**config.mk**
```make
export PLATFORM = sky130hd
export DESIGN_NAME = riscv_pmacfg_regs
export DESIGN_NICKNAME = d
export VERILOG_FILES = /design/src/rtl/riscv_pma_pkg.sv /design/src/rtl/riscv_pmacfg_regs.sv
export SDC_FILE = /design/constraint.sdc
export NUM_CORES = 2
export LEC_CHECK = 0
export CAP_MARGIN = 20
export CORE_MARGIN = 5
export CORE_UTILIZATION = 40
export CTS_CLUSTER_DIAMETER = 150
export DETAILED_ROUTE_END_ITERATION = 7
export HOLD_SLACK_MARGIN = 0.05
export SYNTH_ARGS = -nofsm -noshare
export SYNTH_HDL_FRONTEND = slang
export SYNTH_SLANG_ARGS = --single-unit
```
**constraint.sdc**
```tcl
create_clock -name clk_i -period 140.1 [get_ports clk_i]
set_input_delay 28.02 -clock clk_i [delete_from_list [all_inputs] [get_ports clk_i]]
set_output_delay 28.02 -clock clk_i [all_outputs]
set_load 0.005 [all_outputs]
```
**src/rtl/riscv_pma_pkg.sv**
```systemverilog
// rtl/riscv_pma_pkg.sv - PMA attribute types, register-bus selectors and commit FSM states
package riscv_pma_pkg;

  typedef enum logic [1:0] {
    MEM_TYPE_EMPTY = 2'd0,
    MEM_TYPE_MAIN  = 2'd1,
    MEM_TYPE_IO    = 2'd2,
    MEM_TYPE_TCM   = 2'd3
  } mem_type_t;

  typedef enum logic [1:0] {
    AMO_TYPE_NONE       = 2'd0,
    AMO_TYPE_SWAP       = 2'd1,
    AMO_TYPE_LOGICAL    = 2'd2,
    AMO_TYPE_ARITHMETIC = 2'd3
  } amo_type_t;

  typedef enum logic [1:0] {
    OFF   = 2'd0,
    TOR   = 2'd1,
    NA4   = 2'd2,
    NAPOT = 2'd3
  } pma_a_t;

  typedef struct packed {
    mem_type_t mem_type;
    logic      r;
    logic      w;
    logic      x;
    logic      c;
    logic      cc;
    amo_type_t amo_type;
    pma_a_t    a;
  } pmacfg_t;

  localparam int PMACFG_BITS = $bits(pmacfg_t);

  localparam logic [1:0] PMA_REG_SEL_CFG  = 2'b00;
  localparam logic [1:0] PMA_REG_SEL_ADR  = 2'b01;
  localparam logic [1:0] PMA_REG_SEL_LOCK = 2'b10;

  localparam pmacfg_t PMACFG_RESET = '{
    mem_type: MEM_TYPE_EMPTY, r: 1'b0, w: 1'b0, x: 1'b0, c: 1'b0, cc: 1'b0,
    amo_type: AMO_TYPE_NONE, a: OFF
  };

  typedef enum logic [1:0] {
    IDLE   = 2'd0,
    DRAIN  = 2'd1,
    COMMIT = 2'd2
  } pma_commit_state_t;

endpackage

```
**src/rtl/riscv_pmacfg_regs.sv**
```systemverilog
// rtl/riscv_pmacfg_regs.sv - PMA shadow/active config store with drained atomic commit
// RV_PMA_LOCK_EN adds sticky per-entry locks (sel=10); without it sel=10 always errors.
module riscv_pmacfg_regs
  import riscv_pma_pkg::*;
#(
  parameter int XLEN     = 32,
  parameter int PMA_CNT  = 16,
  parameter int IDX_BITS = (PMA_CNT > 1) ? $clog2(PMA_CNT) : 1
) (
  input  logic                          clk_i,
  input  logic                          rst_i,
  input  logic                          reg_req_i,
  input  logic                          reg_we_i,
  input  logic [1:0]                    reg_sel_i,
  input  logic [IDX_BITS-1:0]           reg_idx_i,
  input  logic [XLEN-1:0]               reg_wdata_i,
  output logic                          reg_ack_o,
  output logic                          reg_err_o,
  output logic [XLEN-1:0]               reg_rdata_o,
  input  logic                          commit_i,
  input  logic                          mem_busy_i,
  output logic                          commit_pending_o,
  output pmacfg_t [PMA_CNT-1:0]         pma_cfg_o,
  output logic [PMA_CNT-1:0][XLEN-1:0]  pma_adr_o
);

  pma_commit_state_t state_q, state_d;
  pmacfg_t           shadow_cfg [PMA_CNT];
  logic [XLEN-1:0]   shadow_adr [PMA_CNT];
  logic [PMA_CNT-1:0] lock, cfg_locked, adr_locked;
  logic              idx_ok, acc_err, wr_ok, do_commit;
  logic [XLEN-1:0]   rd_val;

  assign do_commit        = (state_q == COMMIT);
  assign commit_pending_o = (state_q != IDLE);
  assign wr_ok            = reg_req_i && reg_we_i && !acc_err;

  if (PMA_CNT == (1 << IDX_BITS)) begin : g_idx_full
    assign idx_ok = 1'b1;
  end else begin : g_idx_part
    localparam logic [IDX_BITS:0] CNT_W = PMA_CNT[IDX_BITS:0];
    assign idx_ok = ({1'b0, reg_idx_i} < CNT_W);
  end

  for (genvar i = 0; i < PMA_CNT; i++) begin : g_entry
    pmacfg_t         cfg_q, act_cfg_q;
    logic [XLEN-1:0] adr_q, act_adr_q;
    logic            hit;

    assign hit = wr_ok && (reg_idx_i == IDX_BITS'(i));

    // The copy reads the registered shadow, so a same-cycle write lands only on the next commit.
    always_ff @(posedge clk_i or posedge rst_i) begin
      if (rst_i) begin
        cfg_q     <= PMACFG_RESET;
        adr_q     <= '0;
        act_cfg_q <= PMACFG_RESET;
        act_adr_q <= '0;
      end else begin
        if (do_commit) begin
          act_cfg_q <= cfg_q;
          act_adr_q <= adr_q;
        end
        if (hit && reg_sel_i == PMA_REG_SEL_CFG) cfg_q <= pmacfg_t'(reg_wdata_i[PMACFG_BITS-1:0]);
        if (hit && reg_sel_i == PMA_REG_SEL_ADR) adr_q <= reg_wdata_i;
      end
    end

    assign shadow_cfg[i] = cfg_q;
    assign shadow_adr[i] = adr_q;
    assign pma_cfg_o[i]  = act_cfg_q;
    assign pma_adr_o[i]  = act_adr_q;

`ifdef RV_PMA_LOCK_EN
    logic lock_q;
    always_ff @(posedge clk_i or posedge rst_i) begin
      if (rst_i)                                                 lock_q <= 1'b0;
      else if (hit && reg_sel_i == PMA_REG_SEL_LOCK && reg_wdata_i[0]) lock_q <= 1'b1;
    end
    assign lock[i] = lock_q;
`else
    assign lock[i] = 1'b0;
`endif

    assign cfg_locked[i] = lock[i];
    // A locked TOR entry also freezes its lower bound held in the previous address.
    if (i + 1 < PMA_CNT) begin : g_tor
      assign adr_locked[i] = lock[i] || (lock[i+1] && shadow_cfg[i+1].a == TOR);
    end else begin : g_last
      assign adr_locked[i] = lock[i];
    end
  end

  always_comb begin
    acc_err = 1'b0;
    rd_val  = '0;
    case (reg_sel_i)
      PMA_REG_SEL_CFG: begin
        acc_err = reg_we_i && cfg_locked[reg_idx_i];
        rd_val  = XLEN'(shadow_cfg[reg_idx_i]);
      end
      PMA_REG_SEL_ADR: begin
        acc_err = reg_we_i && adr_locked[reg_idx_i];
        rd_val  = shadow_adr[reg_idx_i];
      end
`ifdef RV_PMA_LOCK_EN
      PMA_REG_SEL_LOCK: rd_val = XLEN'(lock[reg_idx_i]);
`endif
      default: acc_err = 1'b1;
    endcase
    if (!idx_ok) acc_err = 1'b1;
  end

  always_ff @(posedge clk_i or posedge rst_i) begin
    if (rst_i) begin
      reg_ack_o   <= 1'b0;
      reg_err_o   <= 1'b0;
      reg_rdata_o <= '0;
    end else begin
      reg_ack_o   <= reg_req_i;
      reg_err_o   <= reg_req_i && acc_err;
      reg_rdata_o <= (reg_req_i && !reg_we_i && !acc_err) ? rd_val : '0;
    end
  end

  always_ff @(posedge clk_i or posedge rst_i) begin
    if (rst_i) state_q <= IDLE;
    else       state_q <= state_d;
  end

  // commit_i outside IDLE folds into the commit already in flight.
  always_comb begin
    state_d = state_q;
    case (state_q)
      IDLE:    if (commit_i)    state_d = DRAIN;
      DRAIN:   if (!mem_busy_i) state_d = COMMIT;
      COMMIT:                   state_d = IDLE;
      default:                  state_d = IDLE;
    endcase
  end

endmodule

```
==> run_results.csv <==
group,metric,value,unit
run_status,status,"completed",
timing,fmaxAchievable,30.8,MHz
setup_path,worst-endpoint-arrival,33.20,ns
global_route,grt_max_degree,152,
clock_tree,cts_buffers,151,
setup_path,path_class,"input pin to asynchronous set/reset pin",
floorplanning,start_util,40.2,%
timing,finalHoldViolCount,0,
global_route,gr-total-overflow,0,
placement,place_congestion,0.810,
timing,worst_pin_slew,1.19,ns
setup_path,reg2reg_slack,136.23,ns
synthesis,synthArstFlopShare,100,%
final_layout,num-fill-cells,12300,
placement,dpl_cell_area,67000,µm²
global_route,grt_antenna_before_repair,6,
drt,wl_per_cell,29.9,µm
drt,routed_wl,187,mm
setup_path,required,140.86,ns
synthesis,avgSynthCellArea,16.5,µm²
final_layout,postLayoutCellArea,72000,µm²
synthesis,synth_area,57600,µm²
floorplanning,fp.coreArea,143000,µm²
synthesis,syn_inst,3488,
floorplanning,rows,139,
min_path,worstHoldStart,"pma_cfg_o[69]$_DFFE_PP0N_",
setup_path,regToRegStartpoint,"state_q[0]$_DFFE_PP0P_",
setup_path,cp-start-kind,"input pin",
final_layout,syn_to_final_growth,25.1,%
pwr,leakage,34.4,nW
synthesis,synthDistinctLibCells,34,
job,max-cap-violations,0,
timing,fin_setup_tns,0,ns
timing,worst_clock_skew,0.0319,ns
floorplanning,die_h,389,µm
clock_tree,cts.sinks,1412,
drt,postRouteAntennaNets,0,
synthesis,synth-seq-cells,1412,
final_layout,nets,4257,
global_route,grt_use_total,24.4,%
setup_path,cp_max_fo,120,
timing,drv_slew,0,
pwr,seq_power_share,47.5,%
clock_tree,clk_pin_slew,0.06,ns
floorplanning,fp.dieW,389,µm
global_route,first_global_vias,35300,
drt,drcViolationCount,0,
floorplanning,ios,767,
placement,pre_cts_ws,106.54,ns
floorplanning,die-area,152000,µm²
clock_tree,cts.path.max_buffers,3,
min_path,hp-class,"register to register",
final_layout,mostFrequentLayoutCells,"dfrtp_1, mux2_2, clkdlybuf4s50_1",
clock_tree,ctsHoldBuffers,0,
timing,finalSetupViolCount,0,
pwr,p_sw,241,µW
clock_tree,ctsHtreeMaxLevel,4,
final_layout,drive_gt1_share,43.6,%
setup_path,worst_r2r_endpoint,"g_entry[6].act_adr_q[6]$_DFFE_PP0N_",
pwr,powerDensity,13.5,nW/µm²
clock_tree,post_cts_buffers,0,
pwr,p_int,730,µW
synthesis,synth.top_cell.area_share,61.4,%
pwr,peakVddDrop,8.20,µV
drt,drtIter0Drc,2126,
drt,drt-vias-per-instance,5.40,
timing,timing.slew.headroom,19.9,%
global_route,grt_pass1_wl,267,mm
setup_path,ff2ff_path_depth,5,
drt,dr.pass1.iters,5,
synthesis,syn-num-nets,3532,
timing,rsz0062_at_grt,"no",
setup_path,critPathCaptureType,"asynchronous set/reset pin",
clock_tree,cts_resized,0,
synthesis,synthTopCellsByArea,"dfrtp_1, mux2_2, mux4_2",
timing,whs,0.501,ns
timing,finalWorstSetupSlack,107.66,ns
synthesis,ys_seq_area_share,61.4,%
synthesis,ys_warn_count,0,
placement,post-dp-hpwl,127,mm
drt,via_count,33700,
timing,fin_crit,32.44,ns
placement,port_buffers,766,
clock_tree,worstSkewPairLatency,0.78,ns
clock_tree,cts-root-buf,"clkbuf_16",
final_layout,seq_area,35300,µm²
synthesis,synth_area_leader_cell,"dfrtp_1",
final_layout,multi_input_area,21100,µm²
min_path,hold-path-cell-count,1,
synthesis,synth_edf_count,0,
timing,timing.final.crit_share,23.2,%
final_layout,layout_commonest_cell,"dfrtp_1",
clock_tree,cts_tree,"built",
min_path,min_delay_worst_endpoint,"pma_cfg_o[69]$_DFFE_PP0N_",
synthesis,synth_ff_type,"dfrtp_1",
pwr,comb_power_share,11.7,%
pwr,swShare,24.8,%
pwr,clock_power_share,40.8,%
-- routing by layer --
metal,track usage [%],routed length [µm],up-vias
met5,0,0,-
met4,8.66,7010,0
met3,6.22,11700,254
met2,38.7,88300,912
met1,32.7,79500,18300
li1,-,-,14200
-- stage by stage --
stage	instances	utilization [%]	power, mW
floorplan	3488	-	0.514
global placement	5959	46.8	0.582
detailed placement	5960	46.8	0.584
CTS	6229	50.2	0.983
global route	6233	50.2	1.01
finish	6238	50.3	0.971
-- synth_stat cells, types with 2 or more instances --
cell	number
buf_6	2
buf_4	18
or3_1	11
mux2_1	12
o22ai_1	31
mux2i_1	58
and2_1	2
nand3_1	52
buf_2	149
nor3_1	10
or4_1	2
nand4_1	12
nand2_1	12
nor2b_1	3
nor2_1	43
buf_1	7
dfrtp_1	1412
mux4_2	160
mux2_2	1384
nor4bb_1	2
clkbuf_1	86
nor2_2	5
nand2b_1	4
-- how the worst max path moves through the flow --
stage,from,end,slack [ns]
after global placement,rst_i,g_entry[6].act_adr_q[10]$_DFFE_PP0N_,106.64
final,rst_i,g_entry[4].act_adr_q[10]$_DFFE_PP0N_,107.66
after detailed placement,rst_i,g_entry[4].act_adr_q[10]$_DFFE_PP0N_,106.54
after CTS,rst_i,g_entry[4].act_adr_q[10]$_DFFE_PP0N_,107.43
after global routing,rst_i,g_entry[7].adr_q[10]$_DFFE_PP0P_,106.80
after floorplan,rst_i,g_entry[0].act_adr_q[0]$_DFFE_PP0N_,72.26
-- power groups by stage --
stage               clock, mW  sequential, mW  combinational, mW
floorplan                   0           0.460             0.0537
global placement            0           0.468              0.114
detailed placement          0           0.469              0.115
CTS                     0.406           0.461              0.116
global route            0.422           0.464              0.122
finish                  0.396           0.461              0.114
-- critical path: stages --
cell	delay, ns
clkdlybuf4s50_1	0.49
inv_8	0.54
buf_4	0.76
buf_4	0.68
buf_4	0.80
buf_4	0.73
buf_4	0.87
-- sequential cells by signal, summed over array words and instances, names as in the netlist --
register and count:
g_entry.adr_q 512, g_entry.act_adr_q 512, state_q 2, reg_ack_o 1, reg_err_o 1, g_entry.cfg_q 176
reg_rdata_o 32, pma_cfg_o 176
-- kinds of logic after synthesis --
kind of cell	count (synthesis)	synth area share (%)
flops	1412	61.4
buf+inv	263	2.18
compound gates	33	0.367
mux	1614	34.6
simple gates	166	1.48
-- final cells by class --
| cell class | instances | share of cell area, % |
|---|---|---|
| clock inverter | 45 | 0.643 |
| tap | 1903 | 3.31 |
| inverter | 1 | 0.0156 |
| multi-input combinational | 1813 | 29.3 |
| antenna | 6 | 0.0208 |
| clock buffer | 224 | 6.19 |
| sequential | 1412 | 49.1 |
| timing repair buffer | 834 | 11.4 |
Power figures use the tool's default switching activity.
